--- src/rtl/ssd_scan_mux.sv ---
// Two-digit 7-segment scan multiplexer with dead-time blanking and per-frame pattern latch.
// Optional build macro SSD_LEADING_ZERO_BLANK_EN suppresses a left digit showing hex 0.
module ssd_scan_mux #(
  parameter int REFRESH_DIV    = 50000,
  parameter int BLANK_CYCLES   = 500,
  parameter bit SEG_ACTIVE_LOW = 1'b1,
  parameter bit AN_ACTIVE_LOW  = 1'b1
) (
  input  logic       clk,
  input  logic       rst,
  input  logic       en,
  input  logic [6:0] display,
  input  logic [6:0] display_1,
  output logic [6:0] seg_out,
  output logic [1:0] an_out,
  output logic       frame_tick
);

  typedef enum logic [1:0] {S_D0, S_B0, S_D1, S_B1} state_e;

  localparam int MAX_DUR = (REFRESH_DIV > BLANK_CYCLES) ? REFRESH_DIV : BLANK_CYCLES;
  localparam int CNT_W   = (MAX_DUR > 1) ? $clog2(MAX_DUR) : 1;
  localparam bit HAS_BLANK = (BLANK_CYCLES > 0);
  localparam logic [CNT_W-1:0] REF_LAST = CNT_W'(REFRESH_DIV - 1);
  localparam logic [CNT_W-1:0] BLK_LAST = CNT_W'(HAS_BLANK ? BLANK_CYCLES - 1 : 0);
  localparam logic [6:0] SEG_OFF = {7{SEG_ACTIVE_LOW}};
  localparam logic [1:0] AN_OFF  = {2{AN_ACTIVE_LOW}};

  state_e           state_q, state_d;
  logic [CNT_W-1:0] cnt_q, cnt_d;
  logic [6:0]       shadow0_q, shadow0_d;
  logic [6:0]       shadow1_q, shadow1_d;
  logic [6:0]       seg_q, seg_d;
  logic [1:0]       an_q, an_d;
  logic             tick_q, tick_d;
  logic             latch;
  logic [6:0]       seg_lg;
  logic [1:0]       an_lg;

  always_ff @(posedge clk or negedge rst) begin
    if (!rst) begin
      state_q   <= S_D0;
      cnt_q     <= '0;
      shadow0_q <= 7'h00;
      shadow1_q <= 7'h00;
      seg_q     <= SEG_OFF;
      an_q      <= AN_OFF;
      tick_q    <= 1'b0;
    end else begin
      state_q   <= state_d;
      cnt_q     <= cnt_d;
      shadow0_q <= shadow0_d;
      shadow1_q <= shadow1_d;
      seg_q     <= seg_d;
      an_q      <= an_d;
      tick_q    <= tick_d;
    end
  end

  always_comb begin
    state_d = state_q;
    cnt_d   = cnt_q + 1'b1;
    tick_d  = 1'b0;
    seg_lg  = 7'h00;
    an_lg   = 2'b00;

    // Both patterns are captured together at frame start so the frame cannot tear.
    latch     = en && (state_q == S_D0) && (cnt_q == '0);
    shadow0_d = latch ? display   : shadow0_q;
    shadow1_d = latch ? display_1 : shadow1_q;

    case (state_q)
      S_D0: begin
        seg_lg = shadow0_d;
        an_lg  = 2'b01;
        if (cnt_q == REF_LAST) begin
          state_d = HAS_BLANK ? S_B0 : S_D1;
          cnt_d   = '0;
        end
      end
      S_B0: begin
        if (cnt_q == BLK_LAST) begin
          state_d = S_D1;
          cnt_d   = '0;
        end
      end
      S_D1: begin
        seg_lg = shadow1_q;
        an_lg  = 2'b10;
`ifdef SSD_LEADING_ZERO_BLANK_EN
        if (shadow1_q == 7'b0111111) begin
          seg_lg = 7'h00;
          an_lg  = 2'b00;
        end
`endif
        if (cnt_q == REF_LAST) begin
          state_d = HAS_BLANK ? S_B1 : S_D0;
          tick_d  = !HAS_BLANK;
          cnt_d   = '0;
        end
      end
      S_B1: begin
        if (cnt_q == BLK_LAST) begin
          state_d = S_D0;
          tick_d  = 1'b1;
          cnt_d   = '0;
        end
      end
      default: begin
        state_d = S_D0;
        cnt_d   = '0;
      end
    endcase

    // Disable aborts the frame: dark outputs, no tick, restart from a fresh latch.
    if (!en) begin
      state_d = S_D0;
      cnt_d   = '0;
      tick_d  = 1'b0;
      seg_lg  = 7'h00;
      an_lg   = 2'b00;
    end

    seg_d = SEG_ACTIVE_LOW ? ~seg_lg : seg_lg;
    an_d  = AN_ACTIVE_LOW  ? ~an_lg  : an_lg;
  end

  assign seg_out    = seg_q;
  assign an_out     = an_q;
  assign frame_tick = tick_q;

endmodule

--- config.mk ---
export PLATFORM = sky130hd
export DESIGN_NAME = ssd_scan_mux
export DESIGN_NICKNAME = d
export VERILOG_FILES = /design/src/rtl/ssd_scan_mux.sv
export SDC_FILE = /design/constraint.sdc
export NUM_CORES = 1
export LEC_CHECK = 0
export CAP_MARGIN = 0
export CORE_MARGIN = 10
export CORE_UTILIZATION = 23
export DETAILED_ROUTE_END_ITERATION = 7
export HOLD_SLACK_MARGIN = 0.15
export PLACE_DENSITY = 0.48
export SLEW_MARGIN = 20
export SYNTH_ARGS = -nofsm -noshare
export SYNTH_HDL_FRONTEND = slang
export SYNTH_SLANG_ARGS = --single-unit
--- constraint.sdc ---
create_clock -name clk -period 2.81 [get_ports clk]
set_clock_uncertainty 0.2 [all_clocks]
set_input_delay 0.562 -clock clk [delete_from_list [all_inputs] [get_ports clk]]
set_output_delay 0.562 -clock clk [all_outputs]
set_load 0.05 [all_outputs]
==> out/metrics.csv, run 1 <==
stage;metric;value;unit
outcome;outcome;complete, no violations;
placement;pre-CTS setup slack;0.213;ns
synthesis;Synth Warn #;0;
global_routing;vias in the first global route;1677;
clock_network;cts repair resizes;0;
setup_path;CP bufs+invs;1;
global_routing;initial antenna violation count;0;
final_layout;Layout Nets;248;
floorplanning;std cell rows;35;
final_layout;Core Util, Final;0.285;
floorplanning;total die area;0.0136;mm2
timing;Final Hold Fails;0;
synthesis;post-synthesis area per instance;11.0;um2
final_layout;final instance area;0.00261;mm2
global_routing;GRT Total Usage;0.0812;
final_layout;most frequent cells in the layout;33 x dfrtp_1, 25 x clkdlybuf4s50_1, 19 x nand2_1;
clock_network;total CTS buffers;5;
global_routing;Overflow after GRT;0;
setup_path;delay-heaviest family, CP;buffers and inverters;
global_routing;busiest grt layer;met2;
final_layout;fill count;975;
synthesis;Mapped Cells;195;
pwr;maximum vdd drop;0.163;mV
floorplanning;die height;116;um
final_layout;Area Overhead vs Synth;21.9;%
drt;Avg WL per Cell;15.8;um
synthesis;synthesized net count;219;
final_layout;# diodes;0;
drt;Via density;4.73;
final_layout;leading cell type in the layout, fill and taps excluded;dfrtp_1;
timing;Slew HR;0.650;
drt;Pre-antenna DRT Iters;4;
clock_network;CTS H-tree lvls;2;
clock_network;TritonCTS clock tree;done;
timing;Setup TNS;0;ns
drt;Iteration-0 DRC Markers;85;
setup_path;worst-path fanout max;1;
placement;hpwl dp;3870;um
pwr;Power Density;526;mW/mm2
clock_network;CTS Sinks;42;
floorplanning;I/O Pins;27;
setup_path;worst-path cell chain;clkdlybuf4s50_1;
timing;Tmin final;2.39;ns
synthesis;register area share after synthesis;0.496;
drt;DR vias;1589;
timing;Max Clock Freq;418;MHz
final_layout;filler-free cell count of the finished design;336;
job;# Max-Cap Violations;0;
synthesis;post-synth top area cell;dfrtp_1;
clock_network;clock tree buffer depth;2;
synthesis;synth unique cells;41;
setup_path;Worst Path Arrival;1.63;ns
clock_network;root buffer cell;clkbuf_8;
global_routing;first-pass GRT wire length;8660;um
floorplanning;Core Area;0.00915;mm2
timing;post-route worst setup slack;0.416;ns
timing;Final Max Slew Viols;0;
timing;Worst-Margin Slew;0.524;ns
drt;DRC;0;
global_routing;Global Route met3 Usage;0.0226;
global_routing;met1 Use GR;0.103;
floorplanning;die width;116;um
synthesis;top post-synthesis cells by area;dfrtp_1 39%, dfstp_2 11%, mux2_1 5.8%, ha_1 4.1%, xor2_1 3.7%;
placement;GP Congestion;0.777;
placement;placed insts;327;
setup_path;CP Capture Type;output port;
setup_path;Setup Crit Path Kind;flop to output port;
setup_path;Critical Path Source Type;flop;
setup_path;Data required, critical path;2.05;ns
clock_network;Clk pin slew, worst setup/hold paths;0.09;ns
timing;Final Cycle Share;0.852;
drt;post-route ant nets;0;
setup_path;crit-path max cell delay;0.81;ns
final_layout;share of cells above drive strength 1;0.138;
pwr;Leak;1.08;nW
synthesis;Yosys top cell area share;0.386;
synthesis;area of the mapped netlist;0.00214;mm2
global_routing;largest net degree at the start of global routing;23;
min_path;HP Class;flop to flop;
global_routing;met2 usage;0.130;
setup_path;Critical-path top delay cell;clkdlybuf4s50_1;
timing;RSZ-0062 raised after global routing;no;
clock_network;clock latency on the worst-skew pair;0.30;ns
drt;DRT Wirelength;5310;um
floorplanning;Starting Density;0.234;
placement;total placed instance area;0.00251;mm2
placement;PortBufs;26;
synthesis;#FFs+latches synth;42;
timing;number of setup violations in the final report;0;
final timing paths:
kind / slack (ns) / depth (start not counted) / endpoint / from
worst max-delay path: 0.42 / 1 / seg_out[2] / seg_out[2]$_DFF_PN1_
worst min-delay path: 0.23 / 1 / seg_out[5]$_DFF_PN1_ / shadow0_q[5]$_DFF_PN0_
worst max register to register: 0.51 / 5 / shadow1_q[1]$_DFFE_PN0N_ / cnt_q[4]$_DFF_PN0_
worst min register to register: 0.23 / 1 / seg_out[5]$_DFF_PN1_ / shadow0_q[5]$_DFF_PN0_
max in group asynchronous: 1.16 / 3 / seg_out[2]$_DFF_PN1_ / rst
min in group asynchronous: 0.54 / 2 / shadow1_q[0]$_DFFE_PN0N_ / rst
what timing repair did:
action                                 4_1_cts  5_1_grt
buffers inserted                             0        0
hold buffers                                 1        0
endpoints found under the hold margin       12        0
power breakdown:
group	internal, mW	total (mW)	switching [mW]	leakage [nW]
Combinational	0.110	0.256	0.146	0.514
Clock	0.176	0.396	0.221	0.0452
Sequential	0.685	0.719	0.0348	0.521
flip-flops by register name, summed over array words and instances, names as in the netlist:
signal / cells
cnt_q: 16
seg_out: 7
shadow0_q: 7
shadow1_q: 7
an_out: 2
state_q: 2
frame_tick: 1
cells by family after synthesis:
| logic type | count (synthesis) | share of synthesized area |
|---|---|---|
| flops | 42 | 0.496 |
| buf+inv | 16 | 0.0398 |
| mux | 15 | 0.0784 |
| xor+xnor | 11 | 0.0450 |
| fa+ha+maj | 7 | 0.0409 |
| simple gates | 70 | 0.198 |
| compound gates | 34 | 0.102 |
Yosys cell counts:
library cell and count:
dfrtp_1 33, nand2_1 19, a21oi_1 12, mux2_1 11
dfstp_2 9, xor2_1 9, and3_1 8, nand3_1 8
ha_1 7, nand4_1 7, a211oi_1 5, a31oi_1 5
and4_1 5, clkbuf_1 5, inv_1 5, a22oi_1 4
nor2_1 4, nor4_1 4, and2_1 3, mux2_2 3
a311oi_1 2, buf_2 2, buf_4 2, buf_6 2
nor3_1 2, o21ai_0 2, or3_1 2, xnor2_1 2
a21boi_0 1, a21o_1 1, a32oi_1 1, and2b_1 1
mux2i_1 1, nand2_2 1, nand3_4 1, nand4_4 1
nor3_2 1, nor4_2 1, nor4bb_1 1, o31ai_1 1
or4_1 1
layer usage:
| layer | part of all wire | vias to the layer above |
|---|---|---|
| li1 | - | 767 |
| met4 | 0.0085 | 0 |
| met2 | 0.46 | 25 |
| met5 | 0 | - |
| met1 | 0.48 | 792 |
| met3 | 0.047 | 5 |
area by class of cell:
cell class	instances	area, um2	share of cell area
Sequential cell	42	1060	0.407
Tap cell	111	139	0.0532
Multi-Input combinational cell	137	992	0.380
Clock inverter	2	13.8	0.00528
Clock buffer	6	72.6	0.0278
Inverter	5	18.8	0.00719
Timing Repair Buffer	33	310	0.119
through the flow:
| stage | hold WS [ns] | total power [mW] |
|---|---|---|
| after floorplan | 0.0664 | 0.883 |
| after global placement | 0.213 | 0.988 |
| after detailed placement | 0.221 | 0.992 |
| after CTS | 0.234 | 1.40 |
| after global routing | 0.256 | 1.45 |
| final | 0.234 | 1.37 |
(Power assumes the default switching activity.)
==> run 2: changes to the inputs <==
==> constraint.sdc (replaced) <==
create_clock -name clk -period 2.81 [get_ports clk]
set_clock_uncertainty 0.2 [all_clocks]
set_input_delay 0.7025 -clock clk [delete_from_list [all_inputs] [get_ports clk]]
set_output_delay 0.7025 -clock clk [all_outputs]
set_load 0.05 [all_outputs]
==> run 2 against run 1 <==
Compared with the run above:
- critical path depth stayed put
- die area is the same
- sequential cell count is the same
- routed wire length fell by 4.7%
- first-iteration DRC count is 22% lower
- power up 6.6%
- clock power grew 24%
- maximum frequency decreased by 5.5%
- global-route usage decreased by 0.51 points
- final cell count shrank 0.30%
==> out/metrics.csv, run 2 (synthesis gave the netlist of run 1 again) <==
stage;metric;value;unit
outcome;outcome;complete, no violations;
clock_network;cts repair resizes;0;
setup_path;CP Launch Point;seg_out[3]$_DFF_PN1_;
pwr;Tot Pwr;1.46;mW
clock_network;postcts setup bufs;0;
drt;Max Used Layer;met4;
final_layout;final instance area;0.00264;mm2
global_routing;largest net degree at the start of global routing;43;
drt;DRT Wirelength;5060;um
drt;Via density;4.66;
timing;Final Max Slew Viols;0;
placement;total placed instance area;0.00252;mm2
floorplanning;Starting Density;0.234;
pwr;maximum vdd drop;0.194;mV
setup_path;Worst Path Arrival;1.63;ns
timing;Setup TNS;0;ns
drt;DR vias;1561;
placement;PortBufs;26;
timing;Final Hold Fails;0;
final_layout;most frequent cells in the layout;33 x dfrtp_1, 25 x clkdlybuf4s50_1, 19 x nand2_1;
setup_path;Reg-to-Reg Start;cnt_q[0]$_DFF_PN0_;
timing;RSZ-0062 raised after global routing;no;
drt;DR WL met2;2290;um
setup_path;CP bufs+invs;1;
clock_network;CTS H-tree lvls;2;
floorplanning;Core Area;0.00915;mm2
final_layout;Most flops, register;cnt_q;
timing;number of setup violations in the final report;0;
floorplanning;die width;116;um
final_layout;Layout Nets;247;
setup_path;worst-path cell chain;clkdlybuf4s50_1;
setup_path;worst-path fanout max;1;
setup_path;delay-heaviest family, CP;buffers and inverters;
final_layout;# diodes;0;
final_layout;filler-free cell count of the finished design;335;
timing;Tmin final;2.53;ns
global_routing;first-pass GRT wire length;8230;um
pwr;Power Density;554;mW/mm2
pwr;Leak;1.09;nW
placement;placed insts;327;
placement;hpwl dp;3640;um
setup_path;crit-path max cell delay;0.81;ns
final_layout;share of cells above drive strength 1;0.143;
setup_path;Critical-path top delay cell;clkdlybuf4s50_1;
clock_network;CTS Hold Bufs;0;
final_layout;leading cell type in the layout, fill and taps excluded;dfrtp_1;
drt;DRC;0;
clock_network;Clk pin slew, worst setup/hold paths;0.09;ns
drt;post-route ant nets;0;
final_layout;max FFs per register;16;
drt;Iteration-0 DRC Markers;66;
floorplanning;I/O Pins;27;
clock_network;clock tree buffer depth;2;
global_routing;initial antenna violation count;0;
clock_network;clock latency on the worst-skew pair;0.29;ns
setup_path;R2R setup slack;0.63;ns
global_routing;Overflow after GRT;0;
min_path;HP Class;input pin to asynchronous set/reset pin;
drt;Pre-antenna DRT Iters;4;
drt;wl on met1;2560;um
final_layout;Area Overhead vs Synth;23.3;%
timing;Slew HR;0.651;
setup_path;Setup Crit Path Kind;flop to output port;
timing;Max Clock Freq;395;MHz
global_routing;vias in the first global route;1614;
drt;Avg WL per Cell;15.1;um
timing;Final Cycle Share;0.902;
setup_path;Critical Path Source Type;flop;
setup_path;CP Capture Type;output port;
setup_path;r2r endpoint;cnt_q[1]$_DFF_PN0_;
drt;routed length on met3;191;um
clock_network;CTS Sinks;42;
clock_network;TritonCTS clock tree;done;
clock_network;root buffer cell;clkbuf_8;
setup_path;number of cells on the worst reg-to-reg path;6;
global_routing;GRT Total Usage;0.0761;
clock_network;total CTS buffers;5;
placement;GP Congestion;0.786;
setup_path;Data required, critical path;1.91;ns
floorplanning;die height;116;um
timing;Worst-Margin Slew;0.521;ns
floorplanning;std cell rows;35;
job;# Max-Cap Violations;0;
floorplanning;total die area;0.0136;mm2
-- run 2: area by class of cell --
type,instances,area [um2]
Tap cell,111,139
Inverter,5,18.8
Sequential cell,42,1060
Timing Repair Buffer,32,313
Clock buffer,5,68.8
Fill cell,960,6520
Clock inverter,3,43.8
Multi-Input combinational cell,137,992
-- run 2: worst max path at each step --
stage | slack, ns | depth (start not counted) | endpoint
6_report | 0.28 | 1 | seg_out[3]
5_1_grt | 0.24 | 1 | seg_out[3]
4_1_cts | 0.25 | 1 | seg_out[2]
3_5_place_dp | 0.26 | 6 | shadow1_q[0]$_DFFE_PN0N_
3_3_place_gp | 0.27 | 6 | shadow1_q[0]$_DFFE_PN0N_
2_1_floorplan | 0.77 | 5 | shadow1_q[2]$_DFFE_PN0N_
-- run 2: report_power, final --
group | internal, mW | switching (mW)
Clock | 0.267 | 0.224
Combinational | 0.111 | 0.145
Sequential | 0.684 | 0.0312
-- run 2: per-layer routing --
layer,up-vias,global-route usage
met5,-,0
met4,0,0.0150
met3,2,0.0216
met2,24,0.117
met1,771,0.104
li1,764,-
-- run 2: metrics by stage --
stage | setup slack [ns] | hold slack, ns | util
3_5_place_dp | 0.257 | 0.218 | 0.276
6_report | 0.276 | 0.163 | 0.288
5_1_grt | 0.236 | 0.168 | 0.288
4_1_cts | 0.253 | 0.173 | 0.288
3_3_place_gp | 0.267 | 0.227 | 0.276
2_1_floorplan | 0.774 | 0.194 | -
